--- src/rtl/mem_if_pkg.sv ---
// mem_if_pkg: shared FSM state encoding and line geometry for the L1 line-fetch block
package mem_if_pkg;
  typedef enum logic [2:0] {S_IDLE, S_REQ, S_ADDR, S_BASE, S_COUNT, S_CLOSE, S_SDATA} state_t;
  localparam int LINE_WORDS = 8;
  localparam logic [3:0] ACK_IDLE = 4'hF;
endpackage

--- src/rtl/line_fill_buffer.sv ---
// line_fill_buffer: 8x32 line assembly buffer with single-cycle run write of words lo..lo+cnt-1
// Ports: i_clk/i_rst_n clock and async active-low reset; i_clr clears all words;
//        i_we with i_lo/i_cnt/i_data writes one run; o_line is the packed buffer (word i at [32i+31:32i]).
module line_fill_buffer
  import mem_if_pkg::*;
(
  input  logic                       i_clk,
  input  logic                       i_rst_n,
  input  logic                       i_clr,
  input  logic                       i_we,
  input  logic [3:0]                 i_lo,
  input  logic [3:0]                 i_cnt,
  input  logic [31:0]                i_data,
  output logic [32*LINE_WORDS-1:0]   o_line
);
  logic [31:0] r_mem [LINE_WORDS];
  always_ff @(posedge i_clk or negedge i_rst_n)
    if (!i_rst_n)
      for (int k = 0; k < LINE_WORDS; k++) r_mem[k] <= '0;
    else
      for (int k = 0; k < LINE_WORDS; k++)
        if (i_clr) r_mem[k] <= '0;
        else if (i_we && 4'(k) >= i_lo && 4'(k) < i_lo + i_cnt) r_mem[k] <= i_data;
  for (genvar g = 0; g < LINE_WORDS; g++) begin : g_out
    assign o_line[32*g +: 32] = r_mem[g];
  end
endmodule

--- src/rtl/l1_line_fetch.sv ---
// l1_line_fetch: L1-side controller for run-length line fills and single-word stores to memory
// Ports: i_req_load/i_req_store/i_req_addr/i_req_wdata CPU request; o_busy/o_done/o_err/o_line_data CPU status;
//        o_data_l1, o_valid, o_load, o_store, o_ack_*_l1, o_reset_ack_l1 drive memory;
//        i_data_mem, i_ready, i_ack_*_mem, i_reset_ack_mem come back from memory.
// Optional: define L1_TIMEOUT_EN to abort after TIMEOUT_CYCLES cycles in any non-IDLE state.
module l1_line_fetch
  import mem_if_pkg::*;
#(
  parameter int TIMEOUT_CYCLES = 255
) (
  input  logic                     i_clk,
  input  logic                     i_rst_n,
  input  logic                     i_req_load,
  input  logic                     i_req_store,
  input  logic [31:0]              i_req_addr,
  input  logic [31:0]              i_req_wdata,
  output logic                     o_busy,
  output logic                     o_done,
  output logic                     o_err,
  output logic [32*LINE_WORDS-1:0] o_line_data,
  output logic [31:0]              o_data_l1,
  input  logic [31:0]              i_data_mem,
  output logic                     o_valid,
  input  logic                     i_ready,
  output logic                     o_load,
  output logic                     o_store,
  output logic [3:0]               o_ack_data_l1,
  input  logic [3:0]               i_ack_data_mem,
  output logic                     o_ack_addr_l1,
  input  logic                     i_ack_addr_mem,
  output logic                     o_ack_count_l1,
  input  logic                     i_ack_count_mem,
  output logic                     o_reset_ack_l1,
  input  logic                     i_reset_ack_mem
);
  state_t                   r_state;
  logic [31:0]              r_addr, r_wdata, r_base;
  logic [3:0]               r_n;
  logic                     r_mis;
  logic [32*LINE_WORDS-1:0] w_fill;
  logic [3:0]               w_end;
  logic [7:0]               w_age;
  logic                     w_c_ok, w_tmo, w_abort, w_we, w_clr;
`ifdef L1_TIMEOUT_EN
  localparam bit TMO_EN = 1'b1;
  state_t     r_state_d;
  logic [7:0] r_age;
  // age restarts whenever the state register differs from last cycle's value
  assign w_age = (r_state != r_state_d) ? 8'd0 : r_age;
  always_ff @(posedge i_clk or negedge i_rst_n)
    if (!i_rst_n) begin
      r_state_d <= S_IDLE;
      r_age     <= '0;
    end else begin
      r_state_d <= r_state;
      r_age     <= w_age + 8'd1;
    end
`else
  localparam bit TMO_EN = 1'b0;
  assign w_age = '0;
`endif
  assign w_tmo   = TMO_EN && r_state != S_IDLE && 9'(w_age) + 9'd1 == 9'(TIMEOUT_CYCLES);
  // run count is judged on all 32 bits so junk in the upper bits cannot alias to a legal count
  assign w_c_ok  = i_data_mem != 32'd0 && i_data_mem <= 32'(LINE_WORDS) - 32'(r_n);
  assign w_end   = r_n + i_data_mem[3:0];
  assign w_abort = w_tmo || (r_state == S_BASE && r_mis) ||
                   (r_state == S_COUNT && i_ack_count_mem && !w_c_ok);
  assign w_we    = r_state == S_COUNT && i_ack_count_mem && !w_abort;
  assign w_clr   = r_state == S_IDLE && (i_req_load || i_req_store);
  line_fill_buffer u_fill (
    .i_clk  (i_clk),
    .i_rst_n(i_rst_n),
    .i_clr  (w_clr),
    .i_we   (w_we),
    .i_lo   (r_n),
    .i_cnt  (i_data_mem[3:0]),
    .i_data (r_base),
    .o_line (w_fill)
  );
  always_ff @(posedge i_clk or negedge i_rst_n)
    if (!i_rst_n) begin
      r_state        <= S_IDLE;
      r_addr         <= '0;
      r_wdata        <= '0;
      r_base         <= '0;
      r_n            <= '0;
      r_mis          <= 1'b0;
      o_busy         <= 1'b0;
      o_done         <= 1'b0;
      o_err          <= 1'b0;
      o_line_data    <= '0;
      o_data_l1      <= '0;
      o_valid        <= 1'b0;
      o_load         <= 1'b0;
      o_store        <= 1'b0;
      o_ack_data_l1  <= ACK_IDLE;
      o_ack_addr_l1  <= 1'b0;
      o_ack_count_l1 <= 1'b0;
      o_reset_ack_l1 <= 1'b0;
    end else begin
      o_done         <= 1'b0;
      o_err          <= 1'b0;
      o_reset_ack_l1 <= 1'b0;
      if (w_abort) begin
        r_state        <= S_IDLE;
        r_mis          <= 1'b0;
        o_err          <= 1'b1;
        o_done         <= 1'b1;
        o_reset_ack_l1 <= 1'b1;
        o_busy         <= 1'b0;
        o_valid        <= 1'b0;
        o_load         <= 1'b0;
        o_store        <= 1'b0;
        o_data_l1      <= '0;
        o_ack_data_l1  <= ACK_IDLE;
        o_ack_addr_l1  <= 1'b0;
        o_ack_count_l1 <= 1'b0;
      end else begin
        case (r_state)
          S_IDLE:
            if (i_req_load || i_req_store) begin
              r_addr  <= i_req_addr;
              r_wdata <= i_req_wdata;
              r_n     <= '0;
              r_mis   <= 1'b0;
              o_valid <= 1'b1;
              o_load  <= i_req_load;
              o_store <= !i_req_load;
              o_busy  <= 1'b1;
              r_state <= S_REQ;
            end
          S_REQ:
            if (i_ready) begin
              o_data_l1     <= r_addr;
              o_ack_addr_l1 <= 1'b1;
              r_state       <= S_ADDR;
            end
          S_ADDR:
            if (i_ack_addr_mem) begin
              o_ack_addr_l1 <= 1'b0;
              if (o_load) r_state <= S_BASE;
              else begin
                o_data_l1     <= r_wdata;
                o_ack_data_l1 <= 4'd0;
                r_state       <= S_SDATA;
              end
            end
          S_BASE:
            if (!i_ack_count_mem && i_ack_data_mem == r_n) begin
              r_base         <= i_data_mem;
              o_ack_data_l1  <= r_n;
              o_ack_count_l1 <= 1'b0;
              r_state        <= S_COUNT;
            end else if (!i_ack_count_mem && i_ack_data_mem != ACK_IDLE) r_mis <= 1'b1;
          S_COUNT:
            if (i_ack_count_mem) begin
              o_ack_data_l1  <= w_end - 4'd1;
              o_ack_count_l1 <= 1'b1;
              r_n            <= w_end;
              r_state        <= (w_end == 4'(LINE_WORDS)) ? S_CLOSE : S_BASE;
            end
          S_CLOSE:
            if (i_reset_ack_mem) begin
              o_line_data    <= w_fill;
              o_reset_ack_l1 <= 1'b1;
              o_done         <= 1'b1;
              o_valid        <= 1'b0;
              o_load         <= 1'b0;
              o_busy         <= 1'b0;
              o_ack_data_l1  <= ACK_IDLE;
              o_ack_count_l1 <= 1'b0;
              r_state        <= S_IDLE;
            end
          S_SDATA:
            if (!i_ready && i_ack_data_mem == 4'd0) begin
              o_reset_ack_l1 <= 1'b1;
              o_done         <= 1'b1;
              o_valid        <= 1'b0;
              o_store        <= 1'b0;
              o_busy         <= 1'b0;
              o_ack_data_l1  <= ACK_IDLE;
              r_state        <= S_IDLE;
            end
          default: r_state <= S_IDLE;
        endcase
      end
    end
endmodule

--- config.mk ---
export PLATFORM = sky130hd
export DESIGN_NAME = l1_line_fetch
export DESIGN_NICKNAME = d
export VERILOG_FILES = /design/src/rtl/mem_if_pkg.sv /design/src/rtl/line_fill_buffer.sv /design/src/rtl/l1_line_fetch.sv
export SDC_FILE = /design/constraint.sdc
export NUM_CORES = 1
export LEC_CHECK = 0
export CORE_ASPECT_RATIO = 1.75
export CORE_MARGIN = 3
export CORE_UTILIZATION = 54
export DETAILED_ROUTE_END_ITERATION = 8
export PLACE_DENSITY = 0.8
export RECOVER_POWER = 50
export SYNTH_ARGS = -nofsm -noshare
export SYNTH_HDL_FRONTEND = slang
export SYNTH_SLANG_ARGS = --single-unit
--- constraint.sdc ---
create_clock -name i_clk -period 6.4 [get_ports i_clk]
set_clock_uncertainty 0.1 [all_clocks]
set_input_delay 0.96 -clock i_clk [delete_from_list [all_inputs] [get_ports i_clk]]
set_output_delay 0.96 -clock i_clk [all_outputs]
set_load 0.05 [all_outputs]
==> impl_metrics.yaml <==
placement:
  place_congestion: 0.8863
  hpwlAfterDp_mm: 54.55
  io_buffer_count: 408
worst_setup_path:
  crit_path_end_kind: "flip-flop"
  cp.arrival_ns: 5.89
  critPathLaunchType: "flip-flop"
  worstPathRequired_ns: 6.78
  path_class: "flip-flop to flip-flop"
  crit_path_max_fanout: 66
status:
  status: "finished, violations left"
  violations: "max-capacitance violations, max-slew violations"
routing:
  vias: 19810
  drc: 0
  first_iter_violations: 2041
  wirelength_mm: 80.83
  drtAntennaViolNets: 0
  wl_per_cell_um: 25.27
  via_per_inst: 6.193
  drtPass1Iterations: 7
synth:
  synth_top_flop_cell: "dfrtp_1"
  synth-seq-area-share_pct: 59.91
  synth_common_cells: "dfrtp_1, mux2_2, o211ai_1, o21ai_0, clkbuf_1"
  yosysTopAreaCellShare_pct: 59.53
  yosys_register_bits: 659
  synth_cells: 2161
  synth_most_common_cell: "dfrtp_1"
  ys_types: 66
  synth_nets: 2311
  async_flop_share_pct: 100.0
  netlist_area_sq_mm: 0.02753
  synth_area_leader_cell: "dfrtp_1"
  synth_edf_count: 0
  ys_warn_count: 0
  synthTopCellsByArea: "dfrtp_1, mux2_2, o211ai_1"
  avgSynthCellArea_sq_um: 12.74
floorplan:
  core_sq_mm: 0.05000
  io_pins: 409
  start_util_pct: 55.07
  rows: 108
  dieWidth_um: 176.7
  dieArea_sq_mm: 0.05384
  fp.dieH_um: 304.7
sta:
  grt_setup_unrepaired: "false"
  worstMarginPinSlew_ns: 3.475
  final_hold_viol_count: 0
  fmax_mhz: 181.7
  fin_tns_setup_ns: 0
  finalSetupViolCount: 0
  finalCritPeriodShare_pct: 85.99
  finalCriticalPeriod_ns: 5.503
  relSlewSlack_pct: -131.7
  slew_viol_final: 630
power_and_ir_drop:
  p_switching_mw: 5.023
  p_seq_share_pct: 42.1
  vdd_drop_max_v: 0.0003772
  intPower_mw: 8.404
  leakage_nw: 16.20
  power.density_mw_per_mm2: 394.3
  sw_frac_of_total_pct: 37.41
  finalPower_mw: 13.43
  combPwrFrac_pct: 30.7
  p_clk_share_pct: 27.2
clocking:
  post-cts-setup-buffer-count: 0
  cts_hold_buf: 0
  ctsResizeCount: 0
  path_clk_slew_ns: 0.07
  clockRootBuffer: "clkbuf_16"
  worstSkewPairLatency_ns: 0.60
  clock_path_buffers: 3
  cts_num_sinks: 659
  cts_buffers: 57
  cts_tree: "yes"
  cts_htree_levels: 2
final_layout:
  drive_gt1_share_pct: 22.57
  final_nets: 2638
  area_growth_pct: 23.68
  n_fill_cell: 3594
grt:
  grt_pass1_vias: 20740
  grt_antenna_before_repair: 4
  grt_pass1_wl_mm: 123.6
  grt-ovfl-total: 0
  grt_max_degree: 172
  track_usage_pct: 29.85
hold_path:
  hp-class: "flip-flop to flip-flop"
flow_run:
  maxCapViolCount: 7
worst paths after layout:
kind	cells after the start	slack, ns	to	from
max	14	0.90	u_fill.o_line[220]$_DFFE_PN0P_	r_n[1]$_DFFE_PN0P_
min	1	0.40	o_line_data[115]$_DFFE_PN0P_	o_line_data[115]$_DFFE_PN0P_
max reg2reg	14	0.90	u_fill.o_line[220]$_DFFE_PN0P_	r_n[1]$_DFFE_PN0P_
min reg2reg	1	0.40	o_line_data[115]$_DFFE_PN0P_	o_line_data[115]$_DFFE_PN0P_
max in group asynchronous	2	1.31	o_line_data[95]$_DFFE_PN0P_	i_rst_n
min in group asynchronous	1	1.15	u_fill.o_line[215]$_DFFE_PN0P_	i_rst_n
placed cells by master (no fill, tap or decap), types with 58 or more instances in the layout:
cell type,n
nand2_1,121
o21ai_0,140
a31o_2,64
nand3_1,80
clkdlybuf4s50_1,295
and3_1,64
o211ai_1,167
clkbuf_16,58
dlygate4sd3_1,112
dfrtp_1,655
mux2_2,351
metrics by stage:
| step | hold WS, ns | worst slack (ns) | utilization [%] | area, sq um | std cells |
|---|---|---|---|---|---|
| 6_report | 0.3985 | 0.8968 | 68.11 | 34050 | 3199 |
| 3_3_place_gp | 0.3864 | 1.323 | 64.23 | 32110 | 3089 |
| 2_1_floorplan | 0.3785 | 1.189 | - | 27530 | 2161 |
| 4_1_cts | 0.3549 | 0.9938 | 68.21 | 34100 | 3194 |
| 5_1_grt | 0.4109 | 0.4584 | 68.09 | 34040 | 3194 |
| 3_5_place_dp | 0.3919 | 1.008 | 64.23 | 32110 | 3089 |
sequential cells by signal, summed over array words and instances (netlist names):
| signal | cells |
|---|---|
| o_err | 1 |
| r_wdata | 32 |
| o_store | 1 |
| o_line_data | 256 |
| o_load | 1 |
| o_valid | 1 |
| o_reset_ack_l1 | 1 |
| r_base | 32 |
| r_mis | 1 |
| o_ack_data_l1 | 4 |
| o_ack_count_l1 | 1 |
| r_state | 3 |
| r_addr | 32 |
| o_data_l1 | 32 |
| u_fill.o_line | 256 |
| r_n | 4 |
| o_ack_addr_l1 | 1 |
layer usage:
metal	up-vias	GRT usage (%)	part of all wire (%)
met5	-	0	0
met2	914	50.67	50
li1	8567	-	-
met4	0	17.59	7.1
met3	214	7.262	8.1
met1	10120	34.05	35
power groups by stage:
stage	sequential, mW	combinational, mW	clock (mW)
CTS	5.63	4.12	3.70
global route	5.71	4.39	3.86
floorplan	6.02	2.08	0
global placement	5.66	4.00	0
detailed placement	5.70	4.10	0
finish	5.65	4.13	3.65
layout make-up:
type	instances	area (sq um)	area share, %
inverter	11	41.29	0.1212
timing repair buffer	445	4379	12.86
clock inverter	25	336.6	0.9884
clock buffer	80	1654	4.857
sequential	659	16500	48.44
tap	660	825.8	2.425
antenna	5	12.51	0.03674
multi-input combinational	1314	10310	30.27
critical path, cell delays in order (launching register included):
cell and delay [ns]:
dfrtp_1 0.62, inv_1 0.14, ha_1 0.26, inv_1 0.14, o21ai_2 0.73, buf_4 0.30, ha_1 0.26, a21oi_1 0.15
o21ai_0 0.10, a221o_1 0.31, o31ai_1 0.39, a311o_2 0.43, buf_4 0.50, nand2_2 0.49, a31o_2 0.40
cell families (layout without fill, tap and decap cells):
| kind of cell | Yosys count | count (layout) | synth area share (%) |
|---|---|---|---|
| flip-flops | 659 | 659 | 59.91 |
| other | 0 | 5 | 0 |
| buffers and inverters | 188 | 561 | 2.876 |
| XOR/XNOR | 12 | 12 | 0.3817 |
| adder cells (fa/ha/maj) | 42 | 42 | 1.936 |
| AND/OR/NAND/NOR | 387 | 387 | 7.021 |
| AO/OA/AOI/OAI | 478 | 478 | 11.92 |
| multiplexers | 395 | 395 | 15.95 |
No activity file was read; power rests on OpenSTA's default activity.
